--- src/rtl/rv_ctrl_pkg.sv ---
// Shared encodings for the multi-cycle RV32I control path: opcodes, FSM states,
// opcode classes and the ALU-op / ALU source-B select codes used by the datapath.
package rv_ctrl_pkg;

  localparam int unsigned OPC_W   = 7;
  localparam int unsigned STATE_W = 4;

  localparam logic [OPC_W-1:0] OPC_R      = 7'b0110011;
  localparam logic [OPC_W-1:0] OPC_I      = 7'b0010011;
  localparam logic [OPC_W-1:0] OPC_LOAD   = 7'b0000011;
  localparam logic [OPC_W-1:0] OPC_STORE  = 7'b0100011;
  localparam logic [OPC_W-1:0] OPC_BRANCH = 7'b1100011;

  localparam logic [1:0] ALU_ADD   = 2'b00;
  localparam logic [1:0] ALU_SUB   = 2'b01;
  localparam logic [1:0] ALU_RTYPE = 2'b10;
  localparam logic [1:0] ALU_ITYPE = 2'b11;

  localparam logic [1:0] SRCB_RS2  = 2'b00;
  localparam logic [1:0] SRCB_FOUR = 2'b01;
  localparam logic [1:0] SRCB_IMM  = 2'b10;

  typedef enum logic [STATE_W-1:0] {
    ST_IDLE     = 4'd0,
    ST_FETCH    = 4'd1,
    ST_DECODE   = 4'd2,
    ST_EXEC_R   = 4'd3,
    ST_EXEC_I   = 4'd4,
    ST_MEM_ADDR = 4'd5,
    ST_MEM_RD   = 4'd6,
    ST_MEM_WR   = 4'd7,
    ST_WB_ALU   = 4'd8,
    ST_WB_MEM   = 4'd9,
    ST_BRANCH   = 4'd10,
    ST_TRAP     = 4'd11
  } state_t;

  typedef enum logic [2:0] {
    CLS_R       = 3'd0,
    CLS_I       = 3'd1,
    CLS_LOAD    = 3'd2,
    CLS_STORE   = 3'd3,
    CLS_BRANCH  = 3'd4,
    CLS_ILLEGAL = 3'd5
  } op_class_t;

endpackage

--- src/rtl/retire_counter.sv ---
// Retired-instruction counter: free-running up-counter, wraps silently.
module retire_counter #(
  parameter int unsigned CNT_WIDTH = 32
) (
  input  logic                 clk,
  input  logic                 reset,
  input  logic                 inc,
  output logic [CNT_WIDTH-1:0] count
);

  always_ff @(posedge clk or posedge reset) begin
    if (reset) begin
      count <= '0;
    end else if (inc) begin
      count <= count + CNT_WIDTH'(1);
    end
  end

endmodule

--- src/rtl/multicycle_control.sv ---
// Multi-cycle RV32I main control FSM: sequences fetch/decode/execute/memory/write-back,
// stalls on mem_ready, traps on illegal opcodes and counts retired instructions.
module multicycle_control
  import rv_ctrl_pkg::*;
#(
  parameter int unsigned OP_WIDTH  = 7,
  parameter int unsigned CNT_WIDTH = 32
) (
  input  logic                 clk,
  input  logic                 reset,
  input  logic [OP_WIDTH-1:0]  op,
  input  logic                 mem_ready,
  output logic                 pc_write,
  output logic                 pc_write_cond,
  output logic                 ir_write,
  output logic                 i_or_d,
  output logic                 mem_read,
  output logic                 mem_write,
  output logic                 mem_to_reg,
  output logic                 reg_write,
  output logic                 alu_src_a,
  output logic [1:0]           alu_src_b,
  output logic [1:0]           alu_op,
  output logic                 halted,
  output logic [CNT_WIDTH-1:0] retired
);

  state_t    state;
  state_t    state_n;
  op_class_t op_class;
  op_class_t dec_class;
  logic      retire_inc;

  // Opcode classification, only consumed while in DECODE
  always_comb begin
    dec_class = CLS_ILLEGAL;
    if      (op == OP_WIDTH'(OPC_R))      dec_class = CLS_R;
    else if (op == OP_WIDTH'(OPC_I))      dec_class = CLS_I;
    else if (op == OP_WIDTH'(OPC_LOAD))   dec_class = CLS_LOAD;
    else if (op == OP_WIDTH'(OPC_STORE))  dec_class = CLS_STORE;
    else if (op == OP_WIDTH'(OPC_BRANCH)) dec_class = CLS_BRANCH;
  end

  // State register; the class is latched so MEM_ADDR never re-reads op
  always_ff @(posedge clk or posedge reset) begin
    if (reset) begin
      state    <= ST_IDLE;
      op_class <= CLS_ILLEGAL;
    end else begin
      state <= state_n;
      if (state == ST_DECODE) begin
        op_class <= dec_class;
      end
    end
  end

  // Next state and Moore outputs (FETCH also looks at mem_ready)
  always_comb begin
    state_n       = state;
    pc_write      = 1'b0;
    pc_write_cond = 1'b0;
    ir_write      = 1'b0;
    i_or_d        = 1'b0;
    mem_read      = 1'b0;
    mem_write     = 1'b0;
    mem_to_reg    = 1'b0;
    reg_write     = 1'b0;
    alu_src_a     = 1'b0;
    alu_src_b     = SRCB_RS2;
    alu_op        = ALU_ADD;
    halted        = 1'b0;
    retire_inc    = 1'b0;

    case (state)
      ST_IDLE: begin
        state_n = ST_FETCH;
      end
      ST_FETCH: begin
        mem_read  = 1'b1;
        alu_src_b = SRCB_FOUR;
        ir_write  = mem_ready;
        pc_write  = mem_ready;
        if (mem_ready) state_n = ST_DECODE;
      end
      ST_DECODE: begin
        alu_src_b = SRCB_IMM;
        case (dec_class)
          CLS_R:      state_n = ST_EXEC_R;
          CLS_I:      state_n = ST_EXEC_I;
          CLS_LOAD,
          CLS_STORE:  state_n = ST_MEM_ADDR;
          CLS_BRANCH: state_n = ST_BRANCH;
          default:    state_n = ST_TRAP;
        endcase
      end
      ST_EXEC_R: begin
        alu_src_a = 1'b1;
        alu_src_b = SRCB_RS2;
        alu_op    = ALU_RTYPE;
        state_n   = ST_WB_ALU;
      end
      ST_EXEC_I: begin
        alu_src_a = 1'b1;
        alu_src_b = SRCB_IMM;
        alu_op    = ALU_ITYPE;
        state_n   = ST_WB_ALU;
      end
      ST_MEM_ADDR: begin
        alu_src_a = 1'b1;
        alu_src_b = SRCB_IMM;
        state_n   = (op_class == CLS_STORE) ? ST_MEM_WR : ST_MEM_RD;
      end
      ST_MEM_RD: begin
        mem_read = 1'b1;
        i_or_d   = 1'b1;
        if (mem_ready) state_n = ST_WB_MEM;
      end
      ST_MEM_WR: begin
        mem_write = 1'b1;
        i_or_d    = 1'b1;
        if (mem_ready) begin
          state_n    = ST_FETCH;
          retire_inc = 1'b1;
        end
      end
      ST_WB_ALU: begin
        reg_write  = 1'b1;
        state_n    = ST_FETCH;
        retire_inc = 1'b1;
      end
      ST_WB_MEM: begin
        reg_write  = 1'b1;
        mem_to_reg = 1'b1;
        state_n    = ST_FETCH;
        retire_inc = 1'b1;
      end
      ST_BRANCH: begin
        alu_src_a     = 1'b1;
        alu_src_b     = SRCB_RS2;
        alu_op        = ALU_SUB;
        pc_write_cond = 1'b1;
        state_n       = ST_FETCH;
        retire_inc    = 1'b1;
      end
      ST_TRAP: begin
        halted = 1'b1;
      end
      default: begin
        state_n = ST_IDLE;
      end
    endcase
  end

  retire_counter #(
    .CNT_WIDTH(CNT_WIDTH)
  ) u_retire_counter (
    .clk   (clk),
    .reset (reset),
    .inc   (retire_inc),
    .count (retired)
  );

endmodule

--- config.mk ---
export PLATFORM = sky130hd
export DESIGN_NAME = multicycle_control
export DESIGN_NICKNAME = d
export VERILOG_FILES = /design/src/rtl/rv_ctrl_pkg.sv /design/src/rtl/retire_counter.sv /design/src/rtl/multicycle_control.sv
export SDC_FILE = /design/constraint.sdc
export NUM_CORES = 1
export LEC_CHECK = 0
export CAP_MARGIN = 20
export CORE_MARGIN = 10
export CORE_UTILIZATION = 45
export DETAILED_ROUTE_END_ITERATION = 12
export GPL_ROUTABILITY_DRIVEN = 0
export PLACE_DENSITY_LB_ADDON = 0.2
export SLEW_MARGIN = 25
export SYNTH_ARGS = -nofsm -noshare
export SYNTH_HDL_FRONTEND = slang
export SYNTH_SLANG_ARGS = --single-unit
export TNS_END_PERCENT = 10
--- constraint.sdc ---
create_clock -name clk -period 2.2 [get_ports clk]
set_input_delay 0.33 -clock clk [delete_from_list [all_inputs] [get_ports clk]]
set_output_delay 0.33 -clock clk [all_outputs]
set_load 0.02 [all_outputs]
Word level (Yosys, flattened, before mapping)
Cells that the tools add are included.
W data, S select, Z words.
- flip-flop bits (word level): 39
- logic and storage cells: 65
- $add $sub $neg: 1
- equal/unequal tests: 24
- mux-type cells: 24
- bitwise gates (word level): 1
- reduce and logical (&&, ||, !) cells: 12
- operator list (operator ; count):
    $add A32 B1 Y32 const B ; 1
    $pmux W4 S8 ; 1
    $eq A4 B3 Y1 const B ; 4
    $eq A4 B4 Y1 const B ; 4
    $pmux W4 S4 ; 1
    $eq A7 B6 Y1 const B ; 2
    $mux W1 ; 12
    $mux W3 ; 4
    $mux W4 ; 3
    $reduce_or A2 Y1 ; 5
    $eq A3 B2 Y1 const B ; 3
    $eq A4 B2 Y1 const B ; 2
    $reduce_or A4 Y1 ; 2
    $eq A7 B2 Y1 const B ; 1
    $eq A7 B5 Y1 const B ; 1
    $eq A7 B7 Y1 const B ; 1
    $ne A2 B2 Y1 const B ; 3
    $pmux W2 S3 ; 1
    $reduce_or A3 Y1 ; 2
    $eq A4 B1 Y1 const B ; 1
    $logic_not A4 Y1 ; 1
    $pmux W2 S2 ; 1
    $reduce_and A4 Y1 ; 1
    $eq A3 B1 Y1 const B ; 1
    other kinds (4) ; 4

Depth between registers and ports, before layout
Gate-level depths: netlist of run 1.
- depth after elaboration: 10
- gate-level depth with buffers: 7

Hierarchy
A second synthesis of run 1 with hierarchy kept.
- cell total of the unflattened synthesis: 205
- area, all modules: 2112.0 um2
- modules (own cells, without submodules) (module ; instances ; cells each ; area an instance (um2) ; seq. area each (um2)):
    retire_counter ; 1 ; 126 ; 1510.2 ; 800.8
    multicycle_control ; 1 ; 79 ; 601.8 ; 177.7

Worst setup path after synthesis of run 1
No wires, ideal clock.
- kind: register -> output
- from: register state[1]
- to: output pc_write
- arrival: 1.787 ns
- setup slack: 0.083 ns
- cell stages (with the launch flop): 6
- buffers on the path: 3
- cells stage by stage: dfrtp_1 > buf_4 > clkbuf_1 > nor3b_1 > and2_1 > buf_4
- cells in the longest elaborated chain, start to end: 2
- ends and longest elaborated chain (item ; RTL line ; text):
    start, declared ; multicycle_control.sv:28 ; state_t state;
    start signal, assigned ; multicycle_control.sv:50 ; state <= state_n;
    $eq A4 B1 Y1 ; n/a ;
    $mux W1 ; n/a ;
    end, declared ; multicycle_control.sv:13 ; output logic pc_write,
Every way passes these cells.

Worst setup path after layout of run 1
- from: register state[1]
- to: register u_retire_counter.count[30]
- cells in the longest elaborated chain, start to end: 3
- elaborated cells on any way between the ends: 6
- ends and longest elaborated chain (item ; RTL line ; text):
    $eq A4 B4 Y1 ; multicycle_control.sv:74 ; case (state)
    $reduce_or A3 Y1 (no source line) ; n/a ;
    $pmux W1 S2 * ; multicycle_control.sv:74 ;
    end signal, assigned ; retire_counter.sv:15 ; count <= count + CNT_WIDTH'(1);
    end, declared ; retire_counter.sv:8 ; output logic [CNT_WIDTH-1:0] count
Every way passes the cells marked *; elsewhere a longest branch is shown, timed or not.
A chain may end at the register's enable or synchronous reset.

==> run summary, run 1 <==
Post-route cell area - 2900 um2
Yosys cell types - 46
Pwr dens - 836 nW/um2
HPWL Detailed - 3920 um
Post-synthesis async set-or-reset flop share - 100%
Total die area - 7960 um2
Final Hold Vio Count - 0
Final Cycle Share - 93.1%
Worst vdd ir - 0.000631 V
Routed vias - 1850
Worst slew pin tran - 492 ps
Iter 0 DRT Violations - 173
P_leak - 1.35 nW
Synthesized area - 2160 um2
Remaining antenna violation count - 0
Total core area - 4690 um2
CP Class - reg -> reg
Arrival @ worst endpoint - 2260 ps
Syn Nets - 239
Clock Path Buffers - 2
Max cap viols - 0
Synthesis-to-layout area growth - 34.7%
Die width - 89.2 um
R2R cell count - 7
H-tree levels - 2
Layout cells sized above 1 - 11.6%
Syn Area/Cell - 9.46 um2
Type of origin of the critical path - register
First-pass GRT wire length - 8850 um
Tmin final - 2050 ps
Clock transition at path regs - 80 ps
Worst Skew - 8.21 ps
Area of the multi-input gates - 1100 um2
Clk_lat worst skew - 290 ps
Largest area contributor in the netlist - dfrtp_1
Status - completed
N_diodes - 0
Post-CTS setup repair buffer count - 0
Main synth FF type - dfrtp_1
Pin count of the biggest net entering global routing - 40
NumNets Final - 304
All-layer global routing usage - 13.9%
Register area share after synthesis - 45.4%
Global route total overflow - 0
# placed instances - 340
DRT Pass-1 Iters - 4
Crit. End Element - register
Cell Chain, Critical Path - buf_4 > nand2_1 > a32oi_4 > or4_1 > buf_4 > nor4_4 > xor2_1
Slew Limit Headroom - 67.2%
Per-cell routed wire length - 15.0 um
Buffers & Inverters on Critical Path - 2
Vias per inst - 5.32
Storage element area - 980 um2
Final Non-Filler Cells - 348
Levels on crit path - 7
Initial Utilization - 45.9%
Crit Path Max Fanout - 18
DRC Markers - 0
Most used cell, CP - buf_4
Cells after Synth - 228
Total CTS buffers - 5
Antenna violations before repair - 0
Fin util - 61.9%
Final Max Slew Viols - 0
Num Clock Sinks - 39
RSZ-0062 raised after global routing - false
Crit path required time - 2410 ps
Design Power - 0.00243 W
Die Ht - 89.2 um
Min-Delay Path Class - in -> async
Fmax - 488 MHz
Fillers - 408
Largest stage delay, worst path - 510 ps
Ports - 56
Final Setup Violations - 0
Clock root cell - clkbuf_8
Wirelength, routed - 5230 um
Post-synth EDFFs - 0
Row count - 25
TNS Setup - 0 ps
Placed inst area - 2820 um2
Synth top area share - 42.9%
Critical path's top delay family - simple AND/OR/NAND/NOR gates
Largest cells by area after synthesis - dfrtp_1, xnor2_1, xor2_1
Yosys reg bits - 39
Port-buffer cells - 55
Ys Warns - 0
Vias in the first global route - 1797
CTS tree - done
Slowest cell on crit path - or4_1
## metal layers
layer | routed length, um | track usage, %
met1 | 2310 | 17.1
met2 | 2480 | 21.8
met3 | 396 | 5.47
met4 | 44 | 4.48
met5 | 0 | 0
## cells in the final DEF (no fill, tap or decap), drive strengths merged, types with 7 or more instances in the layout
master,n
buf,14
xor2,14
nand3,16
dfrtp,37
nor2,25
dlygate4sd2,10
nor3,7
clkdlybuf4s50,42
o21ai,7
a21oi,8
nand4,10
xnor2,18
nand2,22
## final timing paths
path | from | end | slack (ps)
setup reg to reg | state[1]$_DFFE_PP0P_ | u_retire_counter.count[30]$_DFFE_PP0P_ | 150
hold reg to reg | u_retire_counter.count[31]$_DFFE_PP0P_ | u_retire_counter.count[31]$_DFFE_PP0P_ | 470
min in group clk | u_retire_counter.count[31]$_DFFE_PP0P_ | u_retire_counter.count[31]$_DFFE_PP0P_ | 470
max in group asynchronous | reset | state[2]$_DFFE_PP0P_ | 1370
setup / recovery | state[1]$_DFFE_PP0P_ | u_retire_counter.count[30]$_DFFE_PP0P_ | 150
hold / removal | reset | state[1]$_DFFE_PP0P_ | 440
## logic make-up (layout without fill, tap and decap cells)
family	count (synthesis)	after routing	share of synthesized area, %
xor gates and xnor gates	32	32	13.0
DFF	39	39	45.4
and+or+nand+nor	114	114	29.3
adders and majority gates	1	1	0.580
buffers and inverters	16	82	3.42
AOI/OAI and AO/OA	26	26	8.36
## cells in the mapped netlist (3+ instances only)
| library cell | n |
|---|---|
| xnor2_1 | 18 |
| nand3_1 | 16 |
| nand2_1 | 22 |
| xor2_1 | 14 |
| a21oi_1 | 8 |
| and4_1 | 3 |
| o22ai_1 | 3 |
| nor2_1 | 25 |
| dfrtp_1 | 37 |
| buf_4 | 3 |
| nand2b_1 | 3 |
| and2_1 | 4 |
| nand4_1 | 10 |
| and3_1 | 4 |
| nor3_1 | 6 |
| inv_1 | 5 |
| nand3b_1 | 3 |
| clkbuf_1 | 5 |
| o21ai_0 | 7 |
## per-stage QoR
step / worst slack, ps / hold slack (ps)
floorplan: 83.2 / 437
global placement: 37.9 / 462
detailed placement: -36.3 / 467
CTS: 19.3 / 461
global route: 18.6 / 505
finish: 152 / 443
## sequential cells by signal, summed over array words and instances, names as in the netlist
| name | flops |
|---|---|
| state | 4 |
| op_class | 3 |
| u_retire_counter.count | 32 |
## tightest hold or removal path: stages
cell and delay (ps):
clkdlybuf4s50_1 390, inv_1 50, buf_4 410
## final cells by class
cell class	instances	area share (%)
clock buffer	5	2.37
clock inverter	3	0.517
inverter	5	0.646
multi-input combinational	173	38.0
sequential	39	33.7
tap	54	2.33
timing repair buffer	69	22.4
## power breakdown
| group | internal, W | switching, W |
|---|---|---|
| Clock | 0.000217 | 0.000251 |
| Combinational | 0.000458 | 0.000573 |
| Sequential | 0.000811 | 0.000117 |
## timing repair
item,in CTS,in global routing
cloned,0,0
hold endpoints to repair,0,0
hold buffers,0,0
setup endpoints to repair,11,3
gates resized for setup,11,3
pin swaps,0,0
Power figures use the tool's default switching activity.
==> inputs of run 2 (changes only) <==
--- a/config.mk
+++ b/config.mk
@@ -5,6 +5,7 @@
 export SDC_FILE = /design/constraint.sdc
 export NUM_CORES = 1
 export LEC_CHECK = 0
+export ABC_AREA = 1
 export CAP_MARGIN = 20
 export CORE_MARGIN = 10
 export CORE_UTILIZATION = 45
==> run summary, run 2 <==
Syn Area/Cell - 7.20 um2 (-24%)
DRC Markers - 0 (unchanged)
Levels on crit path - 5 (-2)
Sw Pwr - 0.000954 W (+1.4%)
Worst reg2reg setup slack - 600 ps (+450 ps)
Total die area - 8830 um2 (+11%)
Status - completed
Per-cell routed wire length - 12.1 um (-20%)
Ports - 56 (unchanged)
CTS tree - done
Main synth FF type - dfrtp_1
Yosys cell types - 29 (-37%)
Switching fraction of total power - 39.9% (+1.1 points)
Iter 0 DRT Violations - 120 (-31%)
Slew Limit Headroom - 67.6% (+0.42 points)
Count leader, synth - nand2_1
Largest stage delay, worst path - 620 ps (+110 ps)
Die Ht - 94.0 um (+5.4%)
Total core area - 5200 um2 (+11%)
Total CTS buffers - 5 (unchanged)
Num Clock Sinks - 39 (unchanged)
Arrival @ worst endpoint - 1700 ps (-560 ps)
Yosys reg bits - 39 (unchanged)
Row count - 26 (+4.0%)
Clock Path Buffers - 2 (unchanged)
DRT Pass-1 Iters - 4 (unchanged)
Top cells by count, synth - nand2_1, inv_1, nor2_1, dfrtp_1, nand3_1
Vias per inst - 4.85 (-8.7%)
Synth top area share - 37.6% (-5.4 points)
Initial Utilization - 47.3% (+1.4 points)
P_int - 0.00144 W (-3.3%)
Routed vias - 2301 (+24%)
Commonest cells after routing, fill and taps aside - nand2_1, inv_1, clkdlybuf4s50_1, nor2_1, dfrtp_1
Crit. End Element - output pin
Slowest cell on crit path - clkdlybuf4s50_1
Fillers - 494 (+21%)
Type of origin of the critical path - register
Final Cycle Share - 92.4% (-0.69 points)
N_diodes - 0 (unchanged)
Clock transition at path regs - 80 ps (about the same)
Cell Chain, Critical Path - inv_1 > nor2_1 > inv_1 > nor2_1 > clkdlybuf4s50_1
P_leak - 1.61 nW (+19%)
Pwr dens - 751 nW/um2 (-10%)
Layout cells sized above 1 - 9.90% (-1.7 points)
H-tree levels - 2 (unchanged)
Die width - 94.0 um (+5.4%)
Vias in the first global route - 2182 (+21%)
Worst slew pin tran - 485 ps (-6.26 ps)
Worst Skew - 11.7 ps (+3.53 ps)
Wirelength, routed - 5730 um (+9.6%)
Synthesis-to-layout area growth - 29.2%
Fmax - 492 MHz (+0.75%)
Cells after Synth - 342 (+50%)
Crit path required time - 1870 ps (-540 ps)
Clock power frac - 20.9% (+1.6 points)
Global route total overflow - 0 (unchanged)
Remaining antenna violation count - 0 (unchanged)
Post-synth EDFFs - 0 (unchanged)
Max cap viols - 0 (unchanged)
Buffers & Inverters on Critical Path - 3 (+1)
Min-Delay Path Class - in -> async
Synthesized area - 2460 um2 (+14%)
Worst vdd ir - 0.000485 V (-23%)
Final Hold Vio Count - 0 (unchanged)
Commonest non-fill, non-tap cell in the layout - nand2_1
Tmin final - 2030 ps (-15.2 ps)
Syn Nets - 353 (+48%)
Top flop regs - u_retire_counter.count: 32 flops, state: 4 flops, op_class: 3 flops
Hold-fix buffers, CTS - 0 (unchanged)
Register area share after synthesis - 39.7% (-5.7 points)
Clk_lat worst skew - 290 ps (about the same)
HPWL Detailed - 4510 um (+15%)
Final Setup Violations - 0 (unchanged)
Ys Warns - 0 (unchanged)
R2R cell count - 8 (+1)
Critical path's top delay family - buffers and inverters
All-layer global routing usage - 13.4% (-0.50 points)
Clock root cell - clkbuf_8
First-pass GRT wire length - 9770 um (+10%)
Antenna violations before repair - 0 (unchanged)
Largest cells by area after synthesis - dfrtp_1, nand2_1, inv_1
Max reg flops - 32 (unchanged)
RSZ-0062 raised after global routing - false
NumNets Final - 414 (+36%)
Port-buffer cells - 55 (unchanged)
Design Power - 0.00239 W (-1.5%)
Pin count of the biggest net entering global routing - 40 (unchanged)
Largest Register - u_retire_counter.count
Largest area contributor in the netlist - dfrtp_1
CP Class - reg -> out
Sequential power share - 39.4% (+1.2 points)
Crit Path Max Fanout - 4 (-14)
Comb pwr share - 39.8% (-2.7 points)
Post-synthesis async set-or-reset flop share - 100% (unchanged)
Final Max Slew Viols - 0 (unchanged)
TNS Setup - 0 ps (unchanged)
## run 2: worst register-to-register path: stages, from the launching register on
cell     delay, ps
dfrtp_1        410
ha_1           230
nand3_1        130
nor2_2         190
nand3_2        130
nor2_4         190
nand3_1         90
nand2_1         80
inv_1           30
## run 2: final timing paths
path,to,from
max,reg_write,state[3]$_DFFE_PP0P_
min,u_retire_counter.count[22]$_DFFE_PP0P_,reset
max reg2reg,u_retire_counter.count[18]$_DFFE_PP0P_,u_retire_counter.count[0]$_DFFE_PP0P_
min reg2reg,op_class[0]$_DFFE_PP1P_,op_class[0]$_DFFE_PP1P_
max in group asynchronous,state[1]$_DFFE_PP0P_,reset
min in group clk,op_class[0]$_DFFE_PP1P_,op_class[0]$_DFFE_PP1P_
## run 2: timing repair
item,CTS,global route
setup buffers,0,0
endpoints found under the setup margin,6,5
endpoints found under the hold margin,0,0
gates resized for setup,6,7
## run 2: metrics by stage
step	utilization, %	hold slack [ps]	cell area [um2]	worst slack, ps	std cells
after floorplan	-	448	2460	589	342
after detailed placement	59.2	459	3080	193	466
final	61.2	446	3180	168	474
after global placement	59.2	469	3080	234	466
after CTS	60.8	470	3170	33.8	474
after global routing	61.2	496	3180	62.3	474
## run 2: layout make-up
class                   instances  area [um2]  share of cell area [%]
clock buffers                   7        86.3                    2.71
clock inverters                 1        5.00                   0.157
inverters                      49         184                    5.78
multi-input cells             250        1260                    39.7
flip-flops and latches         39         980                    30.8
well taps                      70        87.6                    2.75
repair buffers                 58         578                    18.2
## run 2: cell families after synthesis
kind of cell	after synthesis	share of synthesized area, %
xor gates and xnor gates	17	6.04
DFF	39	39.7
buffers and inverters	53	9.14
adders and majority gates	1	0.508
and+or+nand+nor	218	41.3
AOI/OAI and AO/OA	14	3.25
## run 2: metal layers
metal	GRT usage, %	part of all wire, %	vias up
met5	0	0	-
met4	3.42	0.82	0
met3	4.32	7.5	7
met2	22.8	48	60
met1	15.9	44	1053
li1	-	-	1181
## run 2: power groups by stage
stage	logic (W)	registers [W]	clock network, W
finish	0.000951	0.000941	0.000498
global placement	0.000980	0.000949	0
detailed placement	0.000989	0.000955	0
CTS	0.000971	0.000941	0.000508
global route	0.00105	0.000960	0.000539
floorplan	0.000629	0.000966	0
